### src/rtl/ram_scan_ctrl_if.sv
// Bundle of the scan request, RAM read port and downstream stream for ram_scan_ctrl.
// RAM_SCAN_CHECKSUM_EN adds the checksum signal.
interface ram_scan_ctrl_if #(
    parameter int unsigned ADDR_WIDTH = 4,
    parameter int unsigned DATA_WIDTH = 32
);
    logic                  start;
    logic [ADDR_WIDTH-1:0] start_addr;
    logic [ADDR_WIDTH:0]   count;
    logic                  busy;
    logic                  done;
    logic                  EN;
    logic [ADDR_WIDTH-1:0] Address;
    logic [DATA_WIDTH-1:0] Data_in;
    logic                  Valid_out;
    logic [DATA_WIDTH-1:0] Data_out;
    logic                  m_valid;
    logic                  m_ready;
    logic [DATA_WIDTH-1:0] m_data;
    logic                  m_last;
`ifdef RAM_SCAN_CHECKSUM_EN
    logic [DATA_WIDTH-1:0] checksum;
`endif

    modport master (
        input  start, start_addr, count, Valid_out, Data_out, m_ready,
        output busy, done, EN, Address, Data_in, m_valid, m_data, m_last
`ifdef RAM_SCAN_CHECKSUM_EN
        , output checksum
`endif
    );

    modport slave (
        output start, start_addr, count, Valid_out, Data_out, m_ready,
        input  busy, done, EN, Address, Data_in, m_valid, m_data, m_last
`ifdef RAM_SCAN_CHECKSUM_EN
        , input checksum
`endif
    );
endinterface

### src/rtl/ram_scan_ctrl.sv
// Reads a run of RAM words and streams them downstream through a credit-limited FIFO.
// Define RAM_SCAN_CHECKSUM_EN to add a running XOR checksum of the delivered words.
module ram_scan_ctrl #(
    parameter int unsigned ADDR_WIDTH = 4,
    parameter int unsigned DATA_WIDTH = 32,
    parameter int unsigned FIFO_DEPTH = 4
) (
    input logic             clk,
    input logic             rst,
    ram_scan_ctrl_if.master bus_io
);

    localparam int unsigned PtrW = $clog2(FIFO_DEPTH);
    localparam int unsigned CntW = PtrW + 1;

    localparam logic [1:0] StIdle  = 2'd0;
    localparam logic [1:0] StIssue = 2'd1;
    localparam logic [1:0] StDrain = 2'd2;
    localparam logic [1:0] StDone  = 2'd3;

    logic [1:0]            state_q, state_d;
    logic [ADDR_WIDTH-1:0] addr_q, addr_d;
    logic [ADDR_WIDTH:0]   count_q, count_d;
    logic [ADDR_WIDTH:0]   issue_left_q, issue_left_d;
    logic [ADDR_WIDTH:0]   deliv_q, deliv_d;
    logic [CntW-1:0]       outst_q, outst_d;
    logic [CntW-1:0]       fifo_cnt_q, fifo_cnt_d;
    logic [PtrW-1:0]       wr_ptr_q, rd_ptr_q;
    logic [DATA_WIDTH-1:0] mem_q [FIFO_DEPTH];

    logic            en, push, pop, credit_ok, fifo_empty;
    logic [CntW:0]   in_flight;

    // Words buffered plus words requested never exceed the FIFO, so a push always has room.
    assign in_flight  = {1'b0, fifo_cnt_q} + {1'b0, outst_q};
    assign credit_ok  = int'(unsigned'(in_flight)) < int'(FIFO_DEPTH);
    assign fifo_empty = (fifo_cnt_q == '0);

    assign en   = (state_q == StIssue) && credit_ok;
    // Responses with nothing outstanding belong to a scan aborted by reset.
    assign push = bus_io.Valid_out && (outst_q != '0);
    assign pop  = !fifo_empty && bus_io.m_ready;

    assign bus_io.EN      = en;
    assign bus_io.Address = addr_q;
    assign bus_io.Data_in = '0;
    assign bus_io.busy    = (state_q != StIdle);
    assign bus_io.done    = (state_q == StDone);
    assign bus_io.m_valid = !fifo_empty;
    assign bus_io.m_data  = mem_q[rd_ptr_q];
    assign bus_io.m_last  = !fifo_empty && ((deliv_q + 1'b1) == count_q);

    always_comb begin
        state_d      = state_q;
        addr_d       = addr_q;
        count_d      = count_q;
        issue_left_d = issue_left_q;
        deliv_d      = deliv_q;
        if (pop) begin
            deliv_d = deliv_q + 1'b1;
        end
        case (state_q)
            StIdle: begin
                if (bus_io.start) begin
                    addr_d       = bus_io.start_addr;
                    count_d      = bus_io.count;
                    issue_left_d = bus_io.count;
                    deliv_d      = '0;
                    state_d      = (bus_io.count == '0) ? StDone : StIssue;
                end
            end
            StIssue: begin
                if (en) begin
                    addr_d       = addr_q + 1'b1;
                    issue_left_d = issue_left_q - 1'b1;
                    if (issue_left_q == {{ADDR_WIDTH{1'b0}}, 1'b1}) begin
                        state_d = StDrain;
                    end
                end
            end
            StDrain: begin
                if (outst_q == '0 && fifo_empty) begin
                    state_d = StDone;
                end
            end
            default: state_d = StIdle;
        endcase
    end

    always_comb begin
        case ({en, push})
            2'b10:   outst_d = outst_q + 1'b1;
            2'b01:   outst_d = outst_q - 1'b1;
            default: outst_d = outst_q;
        endcase
        case ({push, pop})
            2'b10:   fifo_cnt_d = fifo_cnt_q + 1'b1;
            2'b01:   fifo_cnt_d = fifo_cnt_q - 1'b1;
            default: fifo_cnt_d = fifo_cnt_q;
        endcase
    end

    always_ff @(posedge clk or negedge rst) begin
        if (!rst) begin
            state_q      <= StIdle;
            addr_q       <= '0;
            count_q      <= '0;
            issue_left_q <= '0;
            deliv_q      <= '0;
            outst_q      <= '0;
            fifo_cnt_q   <= '0;
            wr_ptr_q     <= '0;
            rd_ptr_q     <= '0;
        end else begin
            state_q      <= state_d;
            addr_q       <= addr_d;
            count_q      <= count_d;
            issue_left_q <= issue_left_d;
            deliv_q      <= deliv_d;
            outst_q      <= outst_d;
            fifo_cnt_q   <= fifo_cnt_d;
            if (push) begin
                wr_ptr_q <= wr_ptr_q + 1'b1;
            end
            if (pop) begin
                rd_ptr_q <= rd_ptr_q + 1'b1;
            end
        end
    end

    // Storage needs no reset: the occupancy count alone decides what is valid.
    always_ff @(posedge clk) begin
        if (push) begin
            mem_q[wr_ptr_q] <= bus_io.Data_out;
        end
    end

`ifdef RAM_SCAN_CHECKSUM_EN
    logic [DATA_WIDTH-1:0] csum_q, csum_d;

    always_comb begin
        csum_d = csum_q;
        if (state_q == StIdle && bus_io.start) begin
            csum_d = '0;
        end else if (pop) begin
            csum_d = csum_q ^ mem_q[rd_ptr_q];
        end
    end

    always_ff @(posedge clk or negedge rst) begin
        if (!rst) begin
            csum_q <= '0;
        end else begin
            csum_q <= csum_d;
        end
    end

    assign bus_io.checksum = csum_q;
`endif

endmodule
### src/flat_wrapper.sv
// flat-port wrapper written by rule: the top's interface ports become plain ports
module ram_scan_ctrl_flat 
#(
    parameter int unsigned ADDR_WIDTH = 4,
    parameter int unsigned DATA_WIDTH = 32,
    parameter int unsigned FIFO_DEPTH = 4
)
  (clk, rst, bus_io_start, bus_io_start_addr, bus_io_count, bus_io_Valid_out, bus_io_Data_out, bus_io_m_ready, bus_io_busy, bus_io_done, bus_io_EN, bus_io_Address, bus_io_Data_in, bus_io_m_valid, bus_io_m_data, bus_io_m_last);
  ram_scan_ctrl_if #(.ADDR_WIDTH(ADDR_WIDTH), .DATA_WIDTH(DATA_WIDTH)) bus_io_i ();
  input logic clk;
  input logic rst;
  input wire logic [$bits(bus_io_i.start)-1:0] bus_io_start;
  input wire logic [$bits(bus_io_i.start_addr)-1:0] bus_io_start_addr;
  input wire logic [$bits(bus_io_i.count)-1:0] bus_io_count;
  input wire logic [$bits(bus_io_i.Valid_out)-1:0] bus_io_Valid_out;
  input wire logic [$bits(bus_io_i.Data_out)-1:0] bus_io_Data_out;
  input wire logic [$bits(bus_io_i.m_ready)-1:0] bus_io_m_ready;
  output wire logic [$bits(bus_io_i.busy)-1:0] bus_io_busy;
  output wire logic [$bits(bus_io_i.done)-1:0] bus_io_done;
  output wire logic [$bits(bus_io_i.EN)-1:0] bus_io_EN;
  output wire logic [$bits(bus_io_i.Address)-1:0] bus_io_Address;
  output wire logic [$bits(bus_io_i.Data_in)-1:0] bus_io_Data_in;
  output wire logic [$bits(bus_io_i.m_valid)-1:0] bus_io_m_valid;
  output wire logic [$bits(bus_io_i.m_data)-1:0] bus_io_m_data;
  output wire logic [$bits(bus_io_i.m_last)-1:0] bus_io_m_last;
  assign bus_io_i.start = bus_io_start;
  assign bus_io_i.start_addr = bus_io_start_addr;
  assign bus_io_i.count = bus_io_count;
  assign bus_io_i.Valid_out = bus_io_Valid_out;
  assign bus_io_i.Data_out = bus_io_Data_out;
  assign bus_io_i.m_ready = bus_io_m_ready;
  assign bus_io_busy = bus_io_i.busy;
  assign bus_io_done = bus_io_i.done;
  assign bus_io_EN = bus_io_i.EN;
  assign bus_io_Address = bus_io_i.Address;
  assign bus_io_Data_in = bus_io_i.Data_in;
  assign bus_io_m_valid = bus_io_i.m_valid;
  assign bus_io_m_data = bus_io_i.m_data;
  assign bus_io_m_last = bus_io_i.m_last;
  ram_scan_ctrl #(.ADDR_WIDTH(ADDR_WIDTH), .DATA_WIDTH(DATA_WIDTH), .FIFO_DEPTH(FIFO_DEPTH)) u_core (.clk(clk), .rst(rst), .bus_io(bus_io_i));
endmodule
### config.mk
export PLATFORM = sky130hd
export DESIGN_NAME = ram_scan_ctrl_flat
export DESIGN_NICKNAME = d
export VERILOG_FILES = /design/src/rtl/ram_scan_ctrl_if.sv /design/src/rtl/ram_scan_ctrl.sv /design/src/flat_wrapper.sv
export SDC_FILE = /design/constraint.sdc
export NUM_CORES = 1
export LEC_CHECK = 0
export ABC_AREA = 1
export CORE_AREA = 2 2 122 124
export CTS_BUF_LIST = sky130_fd_sc_hd__clkbuf_4
export DETAILED_ROUTE_END_ITERATION = 12
export DIE_AREA = 0 0 124 126
export HOLD_SLACK_MARGIN = 0.06
export PLACE_DENSITY_LB_ADDON = 0.3
export SKIP_LAST_GASP = 1
export SLEW_MARGIN = 15
export SYNTH_ARGS = -nofsm -noshare
export SYNTH_HDL_FRONTEND = slang
export SYNTH_SLANG_ARGS = --single-unit
### constraint.sdc
create_clock -name clk -period 2.4 [get_ports clk]
set_clock_uncertainty 0.2 [all_clocks]
set_input_delay 0.48 -clock clk [delete_from_list [all_inputs] [get_ports clk]]
set_output_delay 0.48 -clock clk [all_outputs]
set_load 0.02 [all_outputs]
==> results.json, run 1 <==
{
  "antenna_cells": 0,
  "root_buffer": "clkbuf_4",
  "postLayoutSetupSlackWorst_ns": -0.217,
  "hold_path.class": "in2async",
  "num-fill-cells": 1018,
  "grt.total_usage_pct": 20.2,
  "timing.rr.end": "u_core.outst_q[1]",
  "worstPathMaxFanout": 2,
  "min_period_ns": 2.62,
  "syn_inst": 607,
  "reg2reg_depth": 9,
  "critical_path_class": "reg2out",
  "p_sw_uw": 5320,
  "critPathLaunchType": "register",
  "gr-total-overflow": 0,
  "grt_pass1_wl_um": 23700,
  "synth.avg_cell_area_um2": 11.5,
  "setup_violations": 33,
  "synth_area_um2": 7010,
  "violations": "negative setup slack",
  "finalPower_uw": 13100,
  "dp_hpwl_um": 9050,
  "rsz0062_at_grt": "yes",
  "drc": 0,
  "drt_wl_total_um": 16600,
  "cts_htree_levels": 4,
  "power.density_nw_per_um2": 1390,
  "grt_pass1_vias": 4823,
  "first_iter_violations": 323,
  "drtAntennaViolNets": 0,
  "synth.yosys.warnings": 0,
  "cp.arrival_ns": 1.94,
  "min_period_over_period_pct": 109,
  "status": "complete, but fails checks",
  "die_h_um": 126,
  "yosys-top-cells-area": "edfxtp_1 (55%), dfrtp_1 (11%), nor2_1 (4.7%)",
  "cts_max_path_buffers": 2,
  "stdcell_count": 943,
  "start_util_pct": 49.0,
  "io_pins": 119,
  "drive_gt1_share_pct": 30.3,
  "vias_per_cell": 5.30,
  "final_nets": 812,
  "combPwrFrac_pct": 56.2,
  "clkTransAtPathRegs_ns": 0.12,
  "yosys.area.top_type": "edfxtp_1",
  "numCtsBuffers": 17,
  "port_buffers": 86,
  "peakVddDrop_uv": 800,
  "dp_cells": 883,
  "num_vias": 4994,
  "holdWs_ns": 0.110,
  "p_seq_share_pct": 31.6,
  "grt_max_degree": 32,
  "p_int_uw": 7830,
  "avgRoutedWirePerCell_um": 17.6,
  "firstDrtPassIters": 5,
  "areaGrowthSynthToFinish_pct": 35.0,
  "synth.distinct_cells": 29,
  "regToRegSetupSlack_ns": 0.16,
  "antenna_found_initial": 0,
  "cts_tree": "built",
  "coreArea_um2": 14300,
  "dieArea_um2": 15600,
  "clkLatencyLatePin_ns": 0.55,
  "multi_input_area_um2": 2440,
  "p_clk_share_pct": 12.2,
  "critPathRequiredTime_ns": 1.72,
  "finalHoldViolations": 0,
  "p_sw_share_pct": 40.4,
  "cts_sinks": 159,
  "slew_violations": 0,
  "yosysSeqAreaShare_pct": 65.9,
  "reg2reg_from": "u_core.outst_q[1]",
  "leakage_uw": 0.00373,
  "synth_seq_cells": 159,
  "max_freq_mhz": 382,
  "max_cap_violations": 0,
  "die_w_um": 124,
  "synth_top_area_share_pct": 54.8,
  "critPathCaptureType": "output port",
  "cts.hold.buffers_added": 0,
  "seq_area_um2": 4620,
  "gp_congestion": 0.842,
  "row_count": 44
}
-- state kept, by name, indices dropped and copies added (netlist names) --
register and cells:
u_core.mem_q 128, u_core.fifo_cnt_q 3, u_core.issue_left_q 5, u_core.deliv_q 5, u_core.bus_io.Address 4, u_core.outst_q 3, u_core.rd_ptr_q 2, u_core.state_q 2
u_core.wr_ptr_q 2, u_core.count_q 5
-- area by class of cell --
| class | count | area share [%] |
|---|---|---|
| Clock buffer | 19 | 1.51 |
| Clock inverter | 11 | 1.49 |
| Inverter | 43 | 1.86 |
| Multi-Input combinational cell | 380 | 25.7 |
| Sequential cell | 159 | 48.8 |
| Tap cell | 184 | 2.43 |
| Timing Repair Buffer | 147 | 18.1 |
-- Yosys cell counts, drive strengths merged --
cell and count:
o21bai 2, ha 16, nand4 3, o21ai 85, nand3b 2, xor2 5
nand2 72, inv 43, conb 1, o22ai 32, edfxtp 128, buf 47
nand3 27, fa 2, nor2 89, dfrtp 31, a21oi 9, clkbuf 9
xnor2 4
-- worst max-delay path by stage --
| stage | start | endpoint |
|---|---|---|
| 2_1_floorplan | u_core.outst_q[0] | u_core.mem_q[0][0] |
| 3_3_place_gp | u_core.deliv_q[0] | bus_io_m_last |
| 3_5_place_dp | u_core.deliv_q[0] | bus_io_m_last |
| 4_1_cts | u_core.deliv_q[1] | bus_io_m_last |
| 5_1_grt | u_core.deliv_q[0] | bus_io_m_last |
| 6_report | u_core.deliv_q[0] | bus_io_m_last |
-- stage by stage --
step | cell area (um^2) | utilization [%] | TNS [ns] | worst slack, ns
5_1_grt | 9460 | 66.1 | -6.53 | -0.326
6_report | 9460 | 66.1 | -3.73 | -0.217
2_1_floorplan | 7130 | - | -35.47 | -0.277
4_1_cts | 8770 | 61.3 | -3.71 | -0.294
3_3_place_gp | 8170 | 57.1 | -0.147 | -0.147
3_5_place_dp | 8170 | 57.1 | -0.230 | -0.126
-- layer usage --
layer,share of wire (%),vias to the layer above,global-route usage (%),wire [um]
met4,1.8,0,9.05,301
met1,38,2430,22.8,6320
met5,0,-,0,0
li1,-,2343,-,-
met2,54,189,35.9,8950
met3,6.1,32,4.44,1010
-- cells in the final DEF (no fill, tap or decap), drive strengths merged --
cell type and count:
fa 2, dlymetal6s2s 2, buf 91, xor2 5, nor2 89, dfrtp 31, ha 16, clkbuf 24
edfxtp 128, a21oi 9, o21bai 2, o22ai 32, nand3 27, conb 32, inv 44, clkdlybuf4s15 1
nand3b 2, clkinv 6, clkinvlp 1, nand4 3, dlygate4sd2 1, nand2 72, bufinv 3, o21ai 85
xnor2 4, clkdlybuf4s50 47
-- kinds of logic (layout without fill, tap and decap cells) --
kind of cell | Yosys count | after routing | share of synthesized area [%]
AO/OA/AOI/OAI | 128 | 128 | 9.94
XOR/XNOR | 9 | 9 | 1.12
adder cells (fa/ha/maj) | 18 | 18 | 3.43
buffers and inverters | 99 | 220 | 8.00
flip-flops | 159 | 159 | 65.9
other | 1 | 32 | 0.0535
AND/OR/NAND/NOR | 193 | 193 | 11.6
-- power by group through the flow --
stage / logic, uW / registers, uW / clock network [uW]
finish: 7390 / 4150 / 1610
global route: 7950 / 4220 / 1740
CTS: 6110 / 4070 / 1630
detailed placement: 5440 / 4100 / 0
global placement: 5290 / 4070 / 0
floorplan: 3330 / 4080 / 0
-- timing repair --
action                     4_1_cts  5_1_grt
gates cloned                     5        5
setup endpoints to repair       37       39
gates resized for setup        238      144
buffers inserted                13       12
pin swaps                       11       35
-- critical path, cell delays in order (launching register included) --
cell and delay (ns):
dfrtp_1 0.44, ha_4 0.30, xnor2_2 0.10, nand3_1 0.09, nor2_1 0.10, nand3_1 0.08
nor2_2 0.15, buf_6 0.13
No activity file was read; power rests on OpenSTA's default activity.
==> run 2: changes to the inputs <==
CTS_CLUSTER_DIAMETER = 200   (was unset)
CTS_CLUSTER_SIZE = 40   (was unset)
SETUP_SLACK_MARGIN = 0.05   (was unset)
==> run 2 against run 1 <==
  * The flow still finishes with violations (negative setup slack)
  * Clock power increased by 13%
  * Critical path depth up 2
  * Sequential cell count did not move
  * Sequential share of layout area decreased by 1.9 points
  * Fmax is 1.8% higher
  * Power increased by 7.8%
  * Sequential power is essentially flat
  * Routed wire length increased by 6.4%
  * Core utilization up 2.7 points
  * Critical path type unchanged
  * Largest cell class unchanged
  * Largest power group unchanged
==> results.json, run 2 (synthesis results as in run 1) <==
{
  "status": "complete, but fails checks",
  "violations": "negative setup slack",
  "clkLatencyLatePin_ns": 0.55,
  "numCtsBuffers": 17,
  "grt.total_usage_pct": 20.6,
  "grt_pass1_wl_um": 24100,
  "reg2reg_from": "u_core.state_q[0]",
  "max_cap_violations": 0,
  "stdcell_count": 952,
  "leakage_uw": 0.00384,
  "start_util_pct": 49.0,
  "largest_register_ff_count": 128,
  "finalInstanceArea_um2": 9850,
  "cp.arrival_ns": 1.89,
  "cts_htree_levels": 4,
  "port_buffers": 86,
  "root_buffer": "clkbuf_4",
  "gp_congestion": 0.825,
  "mostFrequentLayoutCell": "edfxtp_1",
  "io_pins": 119,
  "coreArea_um2": 14300,
  "slew_violations": 0,
  "critPathLaunchType": "register",
  "grt_max_degree": 33,
  "rsz0062_at_grt": "yes",
  "max_stage_delay_ns": 0.43,
  "timing.rr.end": "u_core.outst_q[2]",
  "num_vias": 5160,
  "cts_tree": "built",
  "critical_path_class": "reg2out",
  "cts_sinks": 159,
  "cp_cell_sequence": "ha_4 > nand2_1 > nand2_1 > nand2_1 > nand2_1 > nor2_1 > nand3_1 > nor2_2 > buf_6",
  "peakVddDrop_uv": 836,
  "finalCoreUtilization_pct": 68.8,
  "clkTransAtPathRegs_ns": 0.14,
  "antenna_cells": 0,
  "multi_input_area_um2": 2660,
  "final_nets": 819,
  "first_iter_violations": 503,
  "vias_per_cell": 5.42,
  "preCtsSetupSlack_ns": -0.138,
  "die_h_um": 126,
  "areaGrowthSynthToFinish_pct": 40.5,
  "regMostFlops": "u_core.mem_q",
  "dpl-instance-area_um2": 8130,
  "worstPathMaxFanout": 4,
  "finalHoldViolations": 0,
  "drtAntennaViolNets": 0,
  "regToRegSetupSlack_ns": 0.16,
  "hold_path.class": "in2async",
  "cts.hold.buffers_added": 0,
  "drive_gt1_share_pct": 35.2,
  "dieArea_um2": 15600,
  "gr-total-overflow": 0,
  "cpMostUsedCell": "nand2_1",
  "critPathCaptureType": "output port",
  "firstDrtPassIters": 5,
  "avgRoutedWirePerCell_um": 18.5,
  "seq_area_um2": 4620,
  "antenna_found_initial": 0,
  "postLayoutSetupSlackWorst_ns": -0.171,
  "dp_hpwl_um": 8960,
  "path_delay_family": "simple AND/OR/NAND/NOR gates",
  "num-fill-cells": 966,
  "max_freq_mhz": 389,
  "row_count": 44,
  "cts_max_path_buffers": 2,
  "die_w_um": 124,
  "min_period_over_period_pct": 107,
  "critPathRequiredTime_ns": 1.72,
  "slowest_stage": "dfrtp_1",
  "drc": 0,
  "power.density_nw_per_um2": 1440,
  "drt_wl_total_um": 17600,
  "mostFrequentLayoutCells": "edfxtp_1 (128), nand2_1 (69), nor2_1 (52)",
  "path_buf_inv": 1,
  "dp_cells": 876,
  "setup_violations": 33,
  "min_period_ns": 2.57,
  "reg2reg_depth": 11,
  "grt_pass1_vias": 4870
}
run 2: cell count changes in the layout (fill, tap and decap cells not counted), moves of 4 or more:
cell     before  now
nor2_4       11   17
buf_4        43   39
inv_1        36   31
o21ai_4      11   18
o21ai_0      26   19
nor2_1       60   52
buf_6        24   35
inv_2         4   10
o22ai_2      15   20
o22ai_1      16    9
run 2: how the worst max path moves through the flow:
stage	from	end	cells after the start
final	u_core.deliv_q[1]	bus_io_m_last	9
after global routing	u_core.deliv_q[1]	bus_io_m_last	9
after CTS	u_core.deliv_q[1]	bus_io_m_last	7
after detailed placement	u_core.deliv_q[0]	bus_io_m_last	7
after global placement	u_core.deliv_q[0]	bus_io_m_last	7
after floorplan	u_core.outst_q[0]	u_core.mem_q[0][0]	4
run 2: final cells by class:
type                       count  share of cell area [%]
clock buffer                  17                    1.30
timing repair buffer         154                    18.5
inverter                      43                    1.77
sequential                   159                    46.9
multi-input combinational    380                    27.0
tap                          184                    2.34
clock inverter                15                    2.08
run 2: power by group:
part / switching (uW) / internal, uW
logic: 4400 / 3780
clock network: 979 / 844
registers: 437 / 3730
total: 5820 / 8350
run 2: routing by layer:
metal / track usage (%) / vias up / share of wire [%]
li1: - / 2358 / -
met1: 24.7 / 2530 / 39
met2: 35.3 / 235 / 52
met3: 5.98 / 37 / 7.3
met4: 7.14 / 0 / 2.4
met5: 0 / - / 0
run 2: metrics by stage:
step | power (uW) | TNS, ns | hold WS, ns
after floorplan | 7430 | -35.47 | -0.0156
after global placement | 9340 | -0.196 | 0.262
after detailed placement | 9530 | -0.625 | 0.286
after CTS | 12500 | -3.09 | 0.0977
after global routing | 14900 | -6.09 | 0.0771
final | 14200 | -2.82 | 0.0949
run 2: what timing repair did:
item	4_1_cts	5_1_grt
setup endpoints to repair	39	39
buffers inserted	18	20
resized for setup	263	183
gates cloned	9	5
pin swaps	20	48
run 2: worst register-to-register path, stage by stage, from the launching register on:
cell     delay [ns]
dfrtp_1        0.43
buf_4          0.14
ha_1           0.26
inv_8          0.09
nor2_4         0.04
inv_2          0.06
ha_4           0.13
inv_2          0.04
fa_2           0.38
a21oi_2        0.15
o21ai_2        0.07
xor2_1         0.13
